==> config.mk <==
export PLATFORM = sky130hd
export DESIGN_NAME = gpio_ctrl
export DESIGN_NICKNAME = d
export VERILOG_FILES = /design/src/rtl/gpio_pkg.sv /design/src/rtl/gpio_sync.sv /design/src/rtl/gpio_ctrl.sv
export SDC_FILE = /design/constraint.sdc
export NUM_CORES = 1
export LEC_CHECK = 0
export CAP_MARGIN = 30
export CORE_ASPECT_RATIO = 0.6
export CORE_MARGIN = 1
export CORE_UTILIZATION = 40
export DETAILED_ROUTE_END_ITERATION = 10
export PLACE_DENSITY = 0.63
export SLEW_MARGIN = 15
export SYNTH_ARGS = -nofsm -noshare
export SYNTH_HDL_FRONTEND = slang
export SYNTH_SLANG_ARGS = --single-unit
==> constraint.sdc <==
create_clock -name clk -period 1.2 [get_ports clk]
set_input_delay 0.24 -clock clk [delete_from_list [all_inputs] [get_ports clk]]
set_output_delay 0.24 -clock clk [all_outputs]
set_load 0.05 [all_outputs]
==> src/rtl/gpio_pkg.sv <==
// Shared constants for the GPIO controller: register addresses and default sizing.
package gpio_pkg;

  localparam int GPIO_WIDTH_DEFAULT       = 32;
  localparam int GPIO_SYNC_STAGES_DEFAULT = 2;

  localparam logic [2:0] ADDR_OUT     = 3'd0;
  localparam logic [2:0] ADDR_DIR     = 3'd1;
  localparam logic [2:0] ADDR_IN      = 3'd2;
  localparam logic [2:0] ADDR_RISE_EN = 3'd3;
  localparam logic [2:0] ADDR_FALL_EN = 3'd4;
  localparam logic [2:0] ADDR_STATUS  = 3'd5;
  localparam logic [2:0] ADDR_SET     = 3'd6;
  localparam logic [2:0] ADDR_CLR     = 3'd7;

endpackage

==> src/rtl/gpio_sync.sv <==
// Multi-flop synchronizer bringing asynchronous pad inputs into the clk domain.
module gpio_sync
  import gpio_pkg::*;
#(
  parameter int WIDTH       = GPIO_WIDTH_DEFAULT,
  parameter int SYNC_STAGES = GPIO_SYNC_STAGES_DEFAULT
) (
  input  logic             clk,
  input  logic             Rst_n,
  input  logic [WIDTH-1:0] d,
  output logic [WIDTH-1:0] q
);

  logic [SYNC_STAGES-1:0][WIDTH-1:0] sync_p;

  always_ff @(posedge clk or negedge Rst_n) begin
    if (!Rst_n) begin
      sync_p <= '0;
    end else begin
      sync_p <= {sync_p[SYNC_STAGES-2:0], d};
    end
  end

  assign q = sync_p[SYNC_STAGES-1];

endmodule

==> src/rtl/gpio_ctrl.sv <==
// GPIO controller: output/direction registers, synchronized inputs, per-bit
// rise/fall edge detection with sticky status and a registered interrupt.
module gpio_ctrl
  import gpio_pkg::*;
#(
  parameter int WIDTH       = GPIO_WIDTH_DEFAULT,
  parameter int SYNC_STAGES = GPIO_SYNC_STAGES_DEFAULT
) (
  input  logic             clk,
  input  logic             Rst_n,
  input  logic [2:0]       addr,
  input  logic             wr_en,
  input  logic             rd_en,
  input  logic [WIDTH-1:0] wdata,
  output logic [WIDTH-1:0] rdata,
  input  logic [WIDTH-1:0] pin_in,
  output logic [WIDTH-1:0] pin_out,
  output logic [WIDTH-1:0] pin_oe,
  output logic             irq
);

  logic [WIDTH-1:0] out_q;
  logic [WIDTH-1:0] dir_q;
  logic [WIDTH-1:0] rise_en_q;
  logic [WIDTH-1:0] fall_en_q;
  logic [WIDTH-1:0] status_q;
  logic [WIDTH-1:0] in_p0;
  logic [WIDTH-1:0] in_p1;
  logic [WIDTH-1:0] status_set;
  logic [WIDTH-1:0] status_clr;
  logic [WIDTH-1:0] rd_mux;

  function automatic logic [WIDTH-1:0] edge_hits(
    input logic [WIDTH-1:0] cur,
    input logic [WIDTH-1:0] prev,
    input logic [WIDTH-1:0] ren,
    input logic [WIDTH-1:0] fen
  );
    return ((cur & ~prev) & ren) | ((~cur & prev) & fen);
  endfunction

  gpio_sync #(
    .WIDTH      (WIDTH),
    .SYNC_STAGES(SYNC_STAGES)
  ) u_sync (
    .clk  (clk),
    .Rst_n(Rst_n),
    .d    (pin_in),
    .q    (in_p0)
  );

  always_comb begin
    status_set = edge_hits(in_p0, in_p1, rise_en_q, fall_en_q);
    status_clr = (wr_en && addr == ADDR_STATUS) ? wdata : '0;
    rd_mux     = '0;
    case (addr)
      ADDR_OUT:     rd_mux = out_q;
      ADDR_DIR:     rd_mux = dir_q;
      ADDR_IN:      rd_mux = in_p0;
      ADDR_RISE_EN: rd_mux = rise_en_q;
      ADDR_FALL_EN: rd_mux = fall_en_q;
      ADDR_STATUS:  rd_mux = status_q;
      default:      rd_mux = '0;
    endcase
  end

  // Software-visible control registers; write to IN is silently dropped.
  always_ff @(posedge clk or negedge Rst_n) begin
    if (!Rst_n) begin
      out_q     <= '0;
      dir_q     <= '0;
      rise_en_q <= '0;
      fall_en_q <= '0;
    end else if (wr_en) begin
      case (addr)
        ADDR_OUT:     out_q     <= wdata;
        ADDR_DIR:     dir_q     <= wdata;
        ADDR_RISE_EN: rise_en_q <= wdata;
        ADDR_FALL_EN: fall_en_q <= wdata;
        ADDR_SET:     out_q     <= out_q | wdata;
        ADDR_CLR:     out_q     <= out_q & ~wdata;
        default:      ;
      endcase
    end
  end

  // Stage p1: delayed input copy, sticky status (set beats clear), irq, read data.
  always_ff @(posedge clk or negedge Rst_n) begin
    if (!Rst_n) begin
      in_p1    <= '0;
      status_q <= '0;
      irq      <= 1'b0;
      rdata    <= '0;
    end else begin
      in_p1    <= in_p0;
      status_q <= (status_q & ~status_clr) | status_set;
      irq      <= |status_q;
      if (rd_en) begin
        rdata <= rd_mux;
      end
    end
  end

  assign pin_out = out_q;
  assign pin_oe  = dir_q;

endmodule

==> impl_metrics.ini, run 1 <==
[floorplanning]
core_um2 = 30300
die_h_um = 139
num_io_pins = 168
die-area_um2 = 31800
die_w_um = 230
rows = 49
start_util_pct = 41.1

[final_layout]
drive_gt1_share_pct = 42.0
fin_nets = 1483
area_growth_pct = 54.7
final_util_pct = 63.5
num-fill-cells = 2267

[routing]
drc = 0
drt_pass1_iterations = 5
ant_nets = 0
num_vias = 10300
wirelength_um = 38900
drt_iter0_markers = 927
avgRoutedWirePerCell_um = 21.2
via_per_inst = 5.60

[global_routing]
grt_util_met3_pct = 4.05
grt_pass1_wl_um = 61100
met1_usage_pct = 37.5
grt_util_all_layers_pct = 24.5
first_global_vias = 10400
gr-total-overflow = 0
top_usage_layer = met1
grt_start_max_net_pins = 62
antenna_found_initial = 0
grt_use_met2_pct = 36.1

[timing]
setup_viol = 109
clock_skew_ns = 0.00475
rsz0062_at_grt = true
relSlewSlack_pct = 70.2
drv_slew = 0
hold_violations = 0
fin_tns_setup_ns = -20.25
tightest_slew_ns = 0.447
fin_ws_ns = -0.299
period_share_pct = 125
period_minus_slack_ns = 1.50
fmaxAchievable_mhz = 667

[power]
sequentialPowerShare_pct = 40.3
peakVddDrop_uv = 945
clkPwrFrac_pct = 31.1
total_power_mw = 30.6
p_int_mw = 21.4
pwr-share-comb_pct = 28.7
p_switching_mw = 9.20
swShare_pct = 30.0
cellPowerDensity_nw_per_um2 = 1590
leakagePower_nw = 8.26

[placed_design]
port_buffers = 167
place_congestion = 0.852
dp_hpwl_um = 26500

[synthesis]
synth_flop_cell = dfrtp_1
synth-seq-cells = 289
syn-cell-area_um2 = 12400
synth_edf_count = 0
yosysUniqueCellTypes = 39
yosysMostFrequentCell = dfrtp_1
synthCells = 1054
synth_area_per_cell_um2 = 11.8
async_flop_share_pct = 100
seq_area_frac_synth_pct = 58.1
yosys_warnings = 0
netlist.area_leader.share_pct = 58.1
synth_area_leaders = dfrtp_1, mux2_2, a21oi_1
post-synth-top-area-cell = dfrtp_1
synth_nets = 1125
synth_common_cells = dfrtp_1, nand2_1, a21oi_1, mux2_2, o211ai_1

[clock_network]
clockBufferDepth = 3
clk_latency_ns = 0.55
cts.clk_slew.worst_paths_ns = 0.07
cts-htree-levels = 1
cts_made_buffers = 27
cts_sinks = 289
cts_root_buffer = clkbuf_16
cts_tree = done

[status]
status = complete, but fails checks
violations = negative setup slack

[worst_setup_path]
startpoint_type = register
cp.arrival_ns = 1.94
end_kind = register
critical_path_class = register to register
critPathMaxFanout = 2
required_ns = 1.64

[hold_path]
hold_path.class = input pin to register

[run]
cap_violations = 0
==> sequential cells by signal (all words and copies together), names as in the netlist <==
signal,count
status_q,32
u_sync.q,32
irq,1
pin_oe,32
rise_en_q,32
u_sync.sync_p,32
rdata,32
in_p1,32
fall_en_q,32
pin_out,32
==> layer usage <==
layer / routed length, um / vias up
met4: 881 / 0
met3: 2270 / 68
met1: 18700 / 5272
met5: 0 / -
li1: - / 4605
met2: 17100 / 362
==> cell families (layout without fill, tap and decap cells) <==
kind of cell           count (synthesis)  in the layout  synth area share, %
AND/OR/NAND/NOR                      221            221                 8.35
flip-flops                           289            289                 58.1
other                                  0              1                    0
AO/OA/AOI/OAI                        302            302                 16.2
buffers and inverters                 90            468                 3.75
multiplexers                         152            152                 13.5
==> power groups by stage <==
stage	logic (mW)	registers, mW	clock network [mW]
finish	8.78	12.3	9.52
floorplan	2.49	13.6	0
detailed placement	8.08	12.4	0
global placement	7.96	12.3	0
global route	9.26	12.5	10.0
CTS	8.63	12.3	9.65
==> what timing repair did <==
item                                    4_1_cts  5_1_grt
setup buffers                                74       16
endpoints found under the hold margin       194        0
gates resized for setup                      58       53
endpoints found under the setup margin      173      126
pin swaps                                    11       36
hold buffers                                  1        0
==> per-stage QoR <==
step,hold WS (ns),area [um^2],worst slack [ns],instances
floorplan,-0.0556,13100,-0.205,1054
global placement,0.102,17400,-0.654,1730
detailed placement,0.101,17400,-0.615,1730
CTS,0.110,19000,-0.287,1835
global route,0.121,19200,-0.309,1840
finish,0.124,19200,-0.299,1841
==> layout by cell type, fill, tap and decap left out, types with 8 or more instances in the layout <==
cell,count
a211o_1,14
a21oi_1,98
a21oi_2,12
a221o_1,8
a221oi_2,19
buf_12,132
buf_4,161
buf_6,45
clkbuf_16,27
clkdlybuf4s50_1,64
dfrtp_1,227
dfrtp_2,62
mux2_1,30
mux2_2,8
mux2_4,72
mux2i_1,37
nand2_1,136
nand3b_1,32
nor2_1,18
o211ai_1,56
o21ai_1,20
o221ai_1,32
o31ai_1,8
==> worst max-delay path: stages (launching register included) <==
cell     delay, ns
dfrtp_1       0.42
nor4_4        0.33
buf_4         0.18
nand4_1       0.17
or2_4         0.29
==> final cells by class <==
type | count | area [um^2] | area share (%)
multi-input cells | 675 | 5350 | 27.8
repair buffers | 407 | 5040 | 26.2
well taps | 408 | 510 | 2.65
clock inverters | 17 | 256 | 1.33
diodes | 1 | 2.50 | 0.0130
flip-flops and latches | 289 | 7310 | 38.0
inverters | 12 | 45.0 | 0.234
clock buffers | 32 | 724 | 3.76
==> final timing paths <==
check | start | endpoint | slack, ns | cells past startpoint
setup / recovery | status_q[14] | irq | -0.30 | 4
hold / removal | pin_in[15] | u_sync.sync_p[15] | 0.12 | 1
hold reg to reg | u_sync.sync_p[1] | u_sync.q[1] | 0.35 | 0
setup reg to reg | status_q[14] | irq | -0.30 | 4
max in group asynchronous | Rst_n | pin_out[2] | 0.42 | 4
min in group asynchronous | Rst_n | pin_oe[19] | 0.14 | 2
(Power assumes the default switching activity.)
==> run 2, diff against run 1 <==
--- a/config.mk
+++ b/config.mk
@@ -10,6 +10,7 @@
 export CORE_MARGIN = 1
 export CORE_UTILIZATION = 40
 export DETAILED_ROUTE_END_ITERATION = 10
+export MAX_ROUTING_LAYER = met4
 export PLACE_DENSITY = 0.63
 export SLEW_MARGIN = 15
 export SYNTH_ARGS = -nofsm -noshare
==> run 2 against run 1 <==
- the flow still finishes with violations (negative setup slack)
- register-to-register slack hardly changed
- clock-buffer cell count stayed put
- die area stayed put
- largest power group unchanged
- highest routed layer unchanged
==> impl_metrics.ini, run 2 (synthesis results as in run 1) <==
[clock_network]
cts_tree = done
cts-htree-levels = 1
cts_sinks = 289
cts_root_buffer = clkbuf_16
cts_made_buffers = 27
clockBufferDepth = 3
clk_latency_ns = 0.55
cts.clk_slew.worst_paths_ns = 0.07

[power]
cellPowerDensity_nw_per_um2 = 1590
total_power_mw = 30.6
peakVddDrop_uv = 945
leakagePower_nw = 8.26

[floorplanning]
rows = 49
start_util_pct = 41.1
die_w_um = 230
die_h_um = 139
num_io_pins = 168
core_um2 = 30300
die-area_um2 = 31800

[timing]
relSlewSlack_pct = 70.4
period_minus_slack_ns = 1.51
whs_ns = 0.124
period_share_pct = 126
fmaxAchievable_mhz = 660
tightest_slew_ns = 0.443
clock_skew_ns = 0.00521
drv_slew = 0
fin_ws_ns = -0.314
rsz0062_at_grt = true
hold_violations = 0
fin_tns_setup_ns = -20.22
setup_viol = 109

[status]
violations = negative setup slack
status = complete, but fails checks

[placed_design]
dp_slack_ns = -0.615
dp.cells = 1730
postPlaceCellArea_um2 = 17400
dp_hpwl_um = 26500
place_congestion = 0.865
port_buffers = 167

[routing]
drc = 0
wirelength_um = 38800
via_per_inst = 5.58
ant_nets = 0
drt_iter0_markers = 746
avgRoutedWirePerCell_um = 21.1
drt_pass1_iterations = 5
num_vias = 10300

[global_routing]
grt_start_max_net_pins = 62
gr-total-overflow = 0
antenna_found_initial = 0
first_global_vias = 10400
grt_pass1_wl_um = 61100
grt_util_all_layers_pct = 25.3

[worst_setup_path]
critPathMaxFanout = 2
path_cells = nor4_4 -> buf_4 -> nand4_1 -> or2_4
required_ns = 1.64
startpoint_type = register
cp.arrival_ns = 1.95
r2r_end = irq
r2r_slack_ns = -0.31
slowest_delay_ns = 0.42
r2r-start = status_q[14]
cp_slowest_cell = dfrtp_1
end_kind = register
critical_path_class = register to register
reg2reg_depth = 4

[final_layout]
area.sequential_um2 = 7310
stdcell_count = 1840
drive_gt1_share_pct = 42.0
final_common_cell = dfrtp_1
area_growth_pct = 54.7
diodes = 0
fin_nets = 1483
num-fill-cells = 2267
final_util_pct = 63.5
fin_area_um2 = 19200
most-common-layout-cells = dfrtp_1, buf_4, nand2_1
multiInputGateArea_um2 = 5350

[hold_path]
whs_endpoint = u_sync.sync_p[15]
worst_hold_path.num_cells = 1
hold_path.class = input pin to register
hp-start = pin_in[15]

[run]
cap_violations = 0
[run 2: worst max path at each step]
stage                  end          from  depth (start not counted)  slack (ns)
6_report               irq  status_q[14]                          4       -0.31
5_1_grt                irq  status_q[14]                          4       -0.31
4_1_cts          pin_oe[0]     pin_oe[0]                          2       -0.29
3_5_place_dp   pin_out[24]         wr_en                          6       -0.62
3_3_place_gp   pin_out[12]         wr_en                          6       -0.65
2_1_floorplan    rdata[26]   pin_out[26]                          3       -0.21
[run 2: timing repair]
item                                   4_1_cts  5_1_grt
setup endpoints to repair                  173      126
endpoints found under the hold margin      194        0
buffers inserted                            74       16
hold buffers                                 1        0
gates resized for setup                     58       53
pin swaps                                   11       36
cloned                                       0        0
[run 2: final cells by class]
class	count	share of cell area, %
flip-flops and latches	289	38.0
multi-input cells	675	27.8
repair buffers	407	26.2
clock buffers	32	3.77
well taps	408	2.65
clock inverters	17	1.33
inverters	12	0.234
[run 2: power by group]
group          total [mW]  leakage [nW]  internal (mW)  switching (mW)
combinational        8.78          4.45           4.75            4.03
sequential           12.3          3.33           11.1            1.27
clock                9.53         0.470           5.63            3.90
[run 2: routing by layer]
metal,GRT usage [%],share of wire [%]
met5,-,0
met2,36.3,44
met1,37.3,48
met3,4.03,6.1
met4,6.32,2.3
[run 2: worst max-delay path, delay by kind of cell (launching register included)]
kind / cells / cell delay (ns)
buf+inv: 1 / 0.18
flops: 1 / 0.42
simple gates: 3 / 0.80
==> run 3, diff against run 2 <==
--- a/config.mk
+++ b/config.mk
@@ -10,9 +10,10 @@
 export CORE_MARGIN = 1
 export CORE_UTILIZATION = 40
 export DETAILED_ROUTE_END_ITERATION = 10
+export GPL_TIMING_DRIVEN = 0
 export MAX_ROUTING_LAYER = met4
-export PLACE_DENSITY = 0.63
-export SLEW_MARGIN = 15
+export PLACE_DENSITY = 0.6
+export SLEW_MARGIN = 20
 export SYNTH_ARGS = -nofsm -noshare
 export SYNTH_HDL_FRONTEND = slang
 export SYNTH_SLANG_ARGS = --single-unit
==> constraint.sdc (replaced) <==
create_clock -name clk -period 1.65 [get_ports clk]
set_input_delay 0.33 -clock clk [delete_from_list [all_inputs] [get_ports clk]]
set_output_delay 0.33 -clock clk [all_outputs]
set_load 0.05 [all_outputs]
==> run 3 against run 2 <==
- the flow still finishes with violations (negative setup slack)
- total power fell by 37%
- clock power fell by 33%
- utilization fell by 13 points
- flip-flop and latch count did not move
- critical endpoint unchanged
- largest cell class unchanged
==> impl_metrics.ini, run 3 (synthesis results as in run 1) <==
[status]
status = complete, but fails checks
violations = negative setup slack

[final_layout]
most-common-layout-cells = dfrtp_1, nand2_1, a21oi_1
area_growth_pct = 23.5
final_common_cell = dfrtp_1
fin_nets = 1324
drive_gt1_share_pct = 23.2
num-fill-cells = 2730

[hold_path]
hold_path.class = input pin to register

[timing]
period_share_pct = 100
relSlewSlack_pct = 37.6
hold_violations = 0
rsz0062_at_grt = true
tightest_slew_ns = 0.936
clock_skew_ns = 0.0117
fin_ws_ns = -0.00110
drv_slew = 0
whs_ns = 0.207
fin_tns_setup_ns = -0.00110
setup_viol = 1
fmaxAchievable_mhz = 606
period_minus_slack_ns = 1.65

[routing]
ant_nets = 0
avgRoutedWirePerCell_um = 24.7
drc = 0
drt_pass1_iterations = 5
via_per_inst = 5.84
num_vias = 9802
drt_iter0_markers = 1284
wirelength_um = 41400

[clock_network]
cts_root_buffer = clkbuf_16
cts-htree-levels = 1
clk_latency_ns = 0.55
cts_setup_buffers = 0
cts_tree = done
cts_sinks = 289
cts.clk_slew.worst_paths_ns = 0.07
clockBufferDepth = 3
cts_made_buffers = 27

[worst_setup_path]
critical_path_class = register to register
end_kind = register
reg2reg_depth = 3
r2r_end = irq
r2r-start = status_q[21]
crit_path_start = status_q[21]
critPathCapture = irq
cp.arrival_ns = 2.07
r2r_slack_ns = -0.001
required_ns = 2.07
critPathMaxFanout = 3
startpoint_type = register

[floorplanning]
start_util_pct = 41.1
core_um2 = 30300
num_io_pins = 168
die_h_um = 139
rows = 49
die_w_um = 230
die-area_um2 = 31800

[global_routing]
gr-total-overflow = 0
first_global_vias = 9525
grt_pass1_wl_um = 61900
antenna_found_initial = 1
grt_util_all_layers_pct = 26.7
grt_start_max_net_pins = 97

[placed_design]
port_buffers = 165
place_congestion = 0.884
dp_hpwl_um = 28100

[power]
leakagePower_nw = 6.55
cellPowerDensity_nw_per_um2 = 1250
peakVddDrop_uv = 767

[run]
cap_violations = 0
[run 3: cell types whose count changed in the layout (fill, tap and decap cells not counted), sizes merged, moves of 4 or more]
cell / before / now
clkinvlp: 4 / 0
clkdlybuf4s15: 0 / 12
clkbuf: 32 / 83
buf: 341 / 122
clkdlybuf4s18: 0 / 5
clkinv: 6 / 1
bufinv: 6 / 2
[run 3: worst min path at each step]
stage,start,end,cells after the start
floorplan,Rst_n,fall_en_q[0],0
global placement,u_sync.sync_p[3],u_sync.q[3],0
detailed placement,Rst_n,u_sync.sync_p[27],1
CTS,pin_in[20],u_sync.sync_p[20],1
global route,pin_in[7],u_sync.sync_p[7],1
finish,pin_in[20],u_sync.sync_p[20],1
[run 3: layer usage]
metal	GRT usage (%)	vias to the layer above	wire, um
met5	-	-	0
met2	34.8	463	16900
met4	5.58	0	795
met3	5.84	73	3850
li1	-	4296	-
met1	41.6	4970	19800
[run 3: final cells by class]
cell class,instances,area (um^2),area share (%)
Tap cell,408,510,3.32
Clock buffer,42,822,5.35
Antenna cell,1,2.50,0.0163
Multi-Input combinational cell,675,4770,31.0
Buffer,78,482,3.14
Sequential cell,289,7230,47.1
Clock inverter,3,65.1,0.424
Timing Repair Buffer,170,1430,9.30
Inverter,12,45.0,0.293
[run 3: what timing repair did]
action                                  CTS  global route
gates cloned                              0             1
pin swaps                                 0             0
hold buffers                              1             0
endpoints found under the setup margin  222           124
resized for setup                       465            49
endpoints found under the hold margin    40             0
[run 3: stage by stage]
| step | instance area, um^2 | worst slack, ns | util, % | instances | power (mW) |
|---|---|---|---|---|---|
| after floorplan | 12400 | 0.101 | - | 1054 | 11.3 |
| after global placement | 14600 | -12.51 | 48.2 | 1627 | 13.0 |
| after detailed placement | 14700 | -0.920 | 48.5 | 1630 | 13.1 |
| after CTS | 15400 | 0.0000854 | 50.7 | 1676 | 19.3 |
| after global routing | 15400 | -0.0379 | 50.7 | 1678 | 19.9 |
| final | 15400 | -0.00110 | 50.7 | 1678 | 19.2 |
[run 3: power by group]
| group | switching (mW) | total, mW | leakage, nW | internal, mW |
|---|---|---|---|---|
| sequential | 0.860 | 8.87 | 3.41 | 8.01 |
| clock | 2.72 | 6.42 | 0.437 | 3.70 |
| combinational | 2.51 | 3.92 | 2.70 | 1.41 |
| total | 6.09 | 19.2 | 6.55 | 13.1 |
[run 3: worst max-delay path: stages, from the launching register on]
cell,delay [ns]
dfrtp_1,0.44
nor4_2,0.49
nand4_1,0.22
or2_2,0.36
